## src/rtl/fifo_rd_ctrl_if.sv

```systemverilog
// Handshake bundle between fifo_rd_ctrl, its upstream FIFO and the downstream consumer.
// The master modport is the controller's view.
interface fifo_rd_ctrl_if #(
  parameter int DATA_WIDTH = 8,
  parameter int CNT_WIDTH  = 16
);
  logic                  fifoEmpty;
  logic                  fifoAlmostEmpty;
  logic [DATA_WIDTH-1:0] fifoData;
  logic                  sRead;
  logic                  outValid;
  logic                  outReady;
  logic [DATA_WIDTH-1:0] outData;
  logic [CNT_WIDTH-1:0]  wordCount;
  logic                  errorOverrun;

  modport master (
    input  fifoEmpty, fifoAlmostEmpty, fifoData, outReady,
    output sRead, outValid, outData, wordCount, errorOverrun
  );

  modport slave (
    output fifoEmpty, fifoAlmostEmpty, fifoData, outReady,
    input  sRead, outValid, outData, wordCount, errorOverrun
  );
endinterface

```

## src/rtl/fifo_rd_ctrl.sv

```systemverilog
// Read controller: pulls words from an upstream FIFO into a 2-entry skid buffer
// and presents them downstream with valid/ready, counting delivered words.
module fifo_rd_ctrl #(
  parameter int DATA_WIDTH = 8,
  parameter int CNT_WIDTH  = 16
) (
  input  logic          CLK,
  input  logic          RST,
  input  logic          ENB,
  input  logic          drain,
  fifo_rd_ctrl_if.master bus
);

  typedef enum logic [0:0] {
    IDLE = 1'b0,
    READ = 1'b1
  } state_t;

  state_t                state_q, state_d;
  logic                  rd_pending_q, rd_pending_d;
  logic [1:0]            occ_q, occ_d;
  logic [DATA_WIDTH-1:0] buf0_q, buf0_d;
  logic [DATA_WIDTH-1:0] buf1_q, buf1_d;
  logic [CNT_WIDTH-1:0]  count_q, count_d;
  logic                  overrun_q, overrun_d;

  logic                  pop_s;
  logic                  rd_s;
  logic [2:0]            occ_proj_s;
  logic [1:0]            occ_mid_s;

  // Read strobe: only issue a read if the word it returns is guaranteed a slot.
  always_comb begin
    pop_s      = (occ_q != 2'd0) && bus.outReady;
    occ_proj_s = {1'b0, occ_q} + {2'b00, rd_pending_q} - {2'b00, pop_s};
    rd_s       = (state_q == READ) && ENB && !bus.fifoEmpty && (occ_proj_s < 3'd2);
  end

  always_comb begin
    state_d = state_q;
    case (state_q)
      IDLE: begin
        if (ENB && !bus.fifoEmpty && (!bus.fifoAlmostEmpty || drain)) begin
          state_d = READ;
        end else begin
          state_d = IDLE;
        end
      end
      READ: begin
        if (!ENB || (bus.fifoEmpty && !rd_s)) begin
          state_d = IDLE;
        end else begin
          state_d = READ;
        end
      end
      default: state_d = IDLE;
    endcase
  end

  // Skid buffer: pop shifts first, then the returning word lands in the first free slot.
  always_comb begin
    occ_mid_s    = occ_q - {1'b0, pop_s};
    occ_d        = occ_mid_s;
    buf1_d       = buf1_q;
    overrun_d    = overrun_q;
    rd_pending_d = rd_s;
    if (pop_s) begin
      buf0_d = buf1_q;
    end else begin
      buf0_d = buf0_q;
    end
    if (rd_pending_q) begin
      case (occ_mid_s)
        2'd0: begin
          buf0_d = bus.fifoData;
          occ_d  = 2'd1;
        end
        2'd1: begin
          buf1_d = bus.fifoData;
          occ_d  = 2'd2;
        end
        default: overrun_d = 1'b1;
      endcase
    end else begin
      occ_d = occ_mid_s;
    end
    count_d = count_q + {{(CNT_WIDTH-1){1'b0}}, pop_s};
  end

  always_ff @(posedge CLK or negedge RST) begin
    if (!RST) begin
      state_q      <= IDLE;
      rd_pending_q <= 1'b0;
      occ_q        <= 2'd0;
      buf0_q       <= {DATA_WIDTH{1'b0}};
      buf1_q       <= {DATA_WIDTH{1'b0}};
      count_q      <= {CNT_WIDTH{1'b0}};
      overrun_q    <= 1'b0;
    end else begin
      state_q      <= state_d;
      rd_pending_q <= rd_pending_d;
      occ_q        <= occ_d;
      buf0_q       <= buf0_d;
      buf1_q       <= buf1_d;
      count_q      <= count_d;
      overrun_q    <= overrun_d;
    end
  end

  assign bus.sRead        = rd_s;
  assign bus.outValid     = (occ_q != 2'd0);
  assign bus.outData      = buf0_q;
  assign bus.wordCount    = count_q;
  assign bus.errorOverrun = overrun_q;

endmodule

```

## src/flat_wrapper.sv

```systemverilog
// flat-port wrapper written by rule: the top's interface ports become plain ports
module fifo_rd_ctrl_flat 
#(
  parameter int DATA_WIDTH = 8,
  parameter int CNT_WIDTH  = 16
)
  (CLK, RST, ENB, drain, bus_fifoEmpty, bus_fifoAlmostEmpty, bus_fifoData, bus_outReady, bus_sRead, bus_outValid, bus_outData, bus_wordCount, bus_errorOverrun);
  fifo_rd_ctrl_if #(.DATA_WIDTH(DATA_WIDTH), .CNT_WIDTH(CNT_WIDTH)) bus_i ();
  input  logic CLK;
  input  logic RST;
  input  logic ENB;
  input  logic drain;
  input wire logic [$bits(bus_i.fifoEmpty)-1:0] bus_fifoEmpty;
  input wire logic [$bits(bus_i.fifoAlmostEmpty)-1:0] bus_fifoAlmostEmpty;
  input wire logic [$bits(bus_i.fifoData)-1:0] bus_fifoData;
  input wire logic [$bits(bus_i.outReady)-1:0] bus_outReady;
  output wire logic [$bits(bus_i.sRead)-1:0] bus_sRead;
  output wire logic [$bits(bus_i.outValid)-1:0] bus_outValid;
  output wire logic [$bits(bus_i.outData)-1:0] bus_outData;
  output wire logic [$bits(bus_i.wordCount)-1:0] bus_wordCount;
  output wire logic [$bits(bus_i.errorOverrun)-1:0] bus_errorOverrun;
  assign bus_i.fifoEmpty = bus_fifoEmpty;
  assign bus_i.fifoAlmostEmpty = bus_fifoAlmostEmpty;
  assign bus_i.fifoData = bus_fifoData;
  assign bus_i.outReady = bus_outReady;
  assign bus_sRead = bus_i.sRead;
  assign bus_outValid = bus_i.outValid;
  assign bus_outData = bus_i.outData;
  assign bus_wordCount = bus_i.wordCount;
  assign bus_errorOverrun = bus_i.errorOverrun;
  fifo_rd_ctrl #(.DATA_WIDTH(DATA_WIDTH), .CNT_WIDTH(CNT_WIDTH)) u_core (.CLK(CLK), .RST(RST), .ENB(ENB), .drain(drain), .bus(bus_i));
endmodule
```

## config.mk

```make
export PLATFORM = sky130hd
export DESIGN_NAME = fifo_rd_ctrl_flat
export DESIGN_NICKNAME = d
export VERILOG_FILES = /design/src/rtl/fifo_rd_ctrl_if.sv /design/src/rtl/fifo_rd_ctrl.sv /design/src/flat_wrapper.sv
export SDC_FILE = /design/constraint.sdc
export NUM_CORES = 1
export LEC_CHECK = 0
export CORE_UTILIZATION = 52
export CTS_CLUSTER_DIAMETER = 80
export CTS_CLUSTER_SIZE = 40
export DETAILED_ROUTE_END_ITERATION = 7
export GPL_TIMING_DRIVEN = 0
export HOLD_SLACK_MARGIN = 0.02
export PLACE_DENSITY = 0.84
export SLEW_MARGIN = 20
export SYNTH_ARGS = -nofsm -noshare
export SYNTH_HDL_FRONTEND = slang
export SYNTH_SLANG_ARGS = --single-unit
```

## constraint.sdc

```tcl
create_clock -name CLK -period 5 [get_ports CLK]
set_clock_uncertainty 0.2 [all_clocks]
set_input_delay 1 -clock CLK [delete_from_list [all_inputs] [get_ports CLK]]
set_output_delay 1 -clock CLK [all_outputs]
set_load 0.05 [all_outputs]
```

==> key figures <==
Status
  – Outcome: finished clean

Place
  – Pre-CTS WS: approximately 350 ps
  – GP Congestion: approximately 0.78
  – Cell Area, Placed: ~0.0022 mm^2
  – I/O Buffers: between 40 and 50
  – Half-perimeter wire length after placement: 2460 um

Job
  – Max_cap viols: 0

Timing
  – Fin. Hold Viols: 0
  – Final setup vio count: 0
  – Final cycle utilization of the critical path: 92.3%
  – Setup slack after layout: 383 ps
  – Slew @ Worst Pin: around 500 ps
  – Slew HR: between 60% and 70%
  – F_max: between 0.2 and 0.25 GHz
  – RSZ-0062 raised after global routing: no
  – Fin Setup TNS: 0 ps
  – Min Clock Period, post-route: 4620 ps
  – Max Slew Vio Count: 0

Route
  – Pre-Repair DR Iteration Count: 4
  – First DRT Iteration DRCs: around 60
  – Met2 Wirelength: around 1700 um
  – DRC: 0
  – DR vias/cell: between 5 and 6
  – Avg WL per Cell: 14.2 um
  – Met3 WL: 135 um
  – Highest routed layer: met4
  – WL final: between 3000 and 4000 um
  – Post-route ant nets: 0
  – Met1 WL: around 1500 um
  – Vias after detailed routing: between 1000 and 1500

Worst setup path
  – Cell chain of the critical path: clkdlybuf4s50_1, o21ai_2, nor2_1, fa_1, nand2_1, nor3_1, clkdlybuf4s50_1
  – Arrival time at the worst endpoint: about 3400 ps
  – Setup CP Type: in -> out
  – Max FO, Critical Path: 10
  – R2r startpoint: u_core.occ_q[1]
  – R2r endpoint: u_core.buf1_q[3]
  – Crit-path slowest cell: clkdlybuf4s50_1
  – CP bufs+invs: 2
  – CP Capture Type: output pin
  – Critical Path RT: about 3800 ps
  – Worst R2R Setup Slack: between 2000 and 2500 ps
  – Critical Path Source: bus_outReady
  – Worst path max stage delay: about 840 ps
  – Most numerous cell on the critical path: clkdlybuf4s50_1
  – Worst reg2reg path depth: 7
  – Startpoint types: input pin
  – Top delay family on crit path: buffers and inverters

GRT
  – GRT Util Overall: 22.7%
  – Largest net degree at the start of global routing: 27
  – Initial antenna violation count: 0
  – Vias in the first global route: roughly 1300
  – Total grt overflow: 0
  – First-pass GRT wire length: ~5600 um

Clock tree
  – Number of buffers created by CTS: 5
  – Clk_lat worst skew: between 300 and 400 ps
  – Postcts setup bufs: 0
  – CTS root buf: clkbuf_4
  – CTS sink count: 37
  – Max Buffers Root-to-Sink: 2
  – CTS Hold Bufs: 0
  – CTS tree: done
  – Reg clk slew, reported paths: 110 ps
  – PostCTS Resize Cnt: 0
  – CTS H-tree depth: 2

Worst hold path
  – Hold_sp: u_core.bus.wordCount[15]
  – Endpoint, Worst Hold: u_core.bus.wordCount[15]
  – Min-delay worst type: reg -> reg
  – Worst hold path depth: 1

Cells and area
  – Fin nets: around 220
  – Area grow syn2layout: 32.9%
  – Post-route cell area: between 0.002 and 0.0025 mm^2
  – ANT cells: 0
  – Layout cells sized above 1: between 10% and 20%
  – Fillers: 242

Synthesis
  – Cell Area, Synth: between 0.0015 and 0.002 mm^2
  – Number of synthesized register bits: 37
  – Syn nets: approximately 170
  – Distinct cells, synth: 23
  – Yosys Warn Count: 0
  – Seq/Total Area, Yosys: 55.4%
  – Post-Syn Area per Cell: roughly 11 um^2
  – Mapped Cells: around 150

Floorplanning
  – Initial Util: between 50% and 60%
  – Die width: around 60 um
  – Die height: 58.7 um
  – Rows: 20
  – I/O pin cnt: between 40 and 50
  – Die area: between 0.003 and 0.004 mm^2
  – Core ar.: 0.00305 mm^2

Power
  – P_leak: 1.04 nW
  – VDD IR max: ~0.36 mV
  – PwrDens: ~520 mW/mm^2
[power breakdown]
| group | switching (mW) | internal [mW] | total [mW] |
|---|---|---|---|
| Combinational | 0.342 | 0.193 | 0.534 |
| Clock | 0.0989 | 0.0815 | 0.180 |
| Sequential | 0.0728 | 0.374 | 0.447 |
[cell type report]
class                   count  area (um^2)  area share [%]
clock buffers               7         65.1            2.93
multi-input cells         102          717            32.3
inverters                   5         18.8           0.845
repair buffers             42          425            19.1
clock inverters             1         5.00           0.225
well taps                  44         55.1            2.48
plain buffers               2         10.0           0.450
flip-flops and latches     37          926            41.7
[flip-flops by register name, indices dropped and copies added (netlist names)]
name	count
u_core.bus.wordCount	16
u_core.buf1_q	8
u_core.bus.outData	8
u_core.occ_q	2
u_core.bus.errorOverrun	1
u_core.rd_pending_q	1
u_core.state_q	1
[worst max path at each step]
stage | end | slack (ps) | cells after the start
finish | bus_sRead | 380 | 7
global route | bus_sRead | 210 | 7
CTS | bus_sRead | 350 | 7
detailed placement | bus_sRead | 350 | 7
global placement | bus_sRead | 380 | 7
floorplan | bus_sRead | 910 | 5
[through the flow]
| step | cells | power [mW] | hold slack (ps) | utilization (%) |
|---|---|---|---|---|
| floorplan | 146 | 0.798 | 269 | - |
| global placement | 231 | 0.957 | 242 | 70.0 |
| detailed placement | 232 | 0.990 | 262 | 70.5 |
| CTS | 240 | 1.17 | 280 | 72.8 |
| global route | 240 | 1.23 | 305 | 72.8 |
| finish | 240 | 1.16 | 273 | 72.8 |
[cell families (layout without fill, tap and decap cells)]
kind of cell | Yosys count | count (layout) | share of synthesized area, %
simple gates | 58 | 58 | 17.7
flops | 37 | 37 | 55.4
xor+xnor | 17 | 17 | 8.91
compound gates | 10 | 10 | 3.97
mux | 10 | 10 | 6.59
fa+ha+maj | 7 | 7 | 5.69
buf+inv | 7 | 57 | 1.72
[metal layers]
layer / track usage (%) / up-vias
li1: - / 598
met1: 26.8 / 630
met2: 37.9 / 37
met3: 8.35 / 6
met4: 8.50 / 0
met5: 0 / -
[cell usage in the layout, fill, tap and decap left out, types with 2 or more instances in the layout]
| master | instances |
|---|---|
| buf_2 | 3 |
| nor4_2 | 4 |
| nor3_1 | 5 |
| clkdlybuf4s50_1 | 40 |
| ha_1 | 6 |
| mux2_2 | 8 |
| xor2_1 | 12 |
| inv_1 | 4 |
| nor2_1 | 14 |
| nand4_1 | 2 |
| a31oi_1 | 8 |
| mux2i_1 | 2 |
| clkbuf_4 | 5 |
| xnor2_1 | 5 |
| nand3_1 | 5 |
| dfrtp_1 | 37 |
| clkbuf_8 | 2 |
| nand2_1 | 24 |
[Yosys cell counts]
library cell | instances | share of area (%)
nand2b_1 | 1 | 0.37
xor2_1 | 12 | 6.3
ha_1 | 6 | 4.5
nor3_1 | 5 | 1.5
nor2_1 | 14 | 3.1
a21o_1 | 1 | 0.45
inv_1 | 4 | 0.90
mux2i_1 | 2 | 1.2
nor3b_1 | 1 | 0.45
nand3_1 | 5 | 1.5
inv_2 | 1 | 0.22
nand4_4 | 1 | 1.3
xnor2_1 | 5 | 2.6
mux2_2 | 8 | 5.4
nand4_1 | 2 | 0.75
buf_2 | 2 | 0.60
or2_2 | 1 | 0.37
fa_1 | 1 | 1.2
dfrtp_1 | 37 | 55
o21ai_2 | 1 | 0.52
nor4_2 | 4 | 3.0
a31oi_1 | 8 | 3.0
nand2_1 | 24 | 5.4
(Power assumes the default switching activity.)
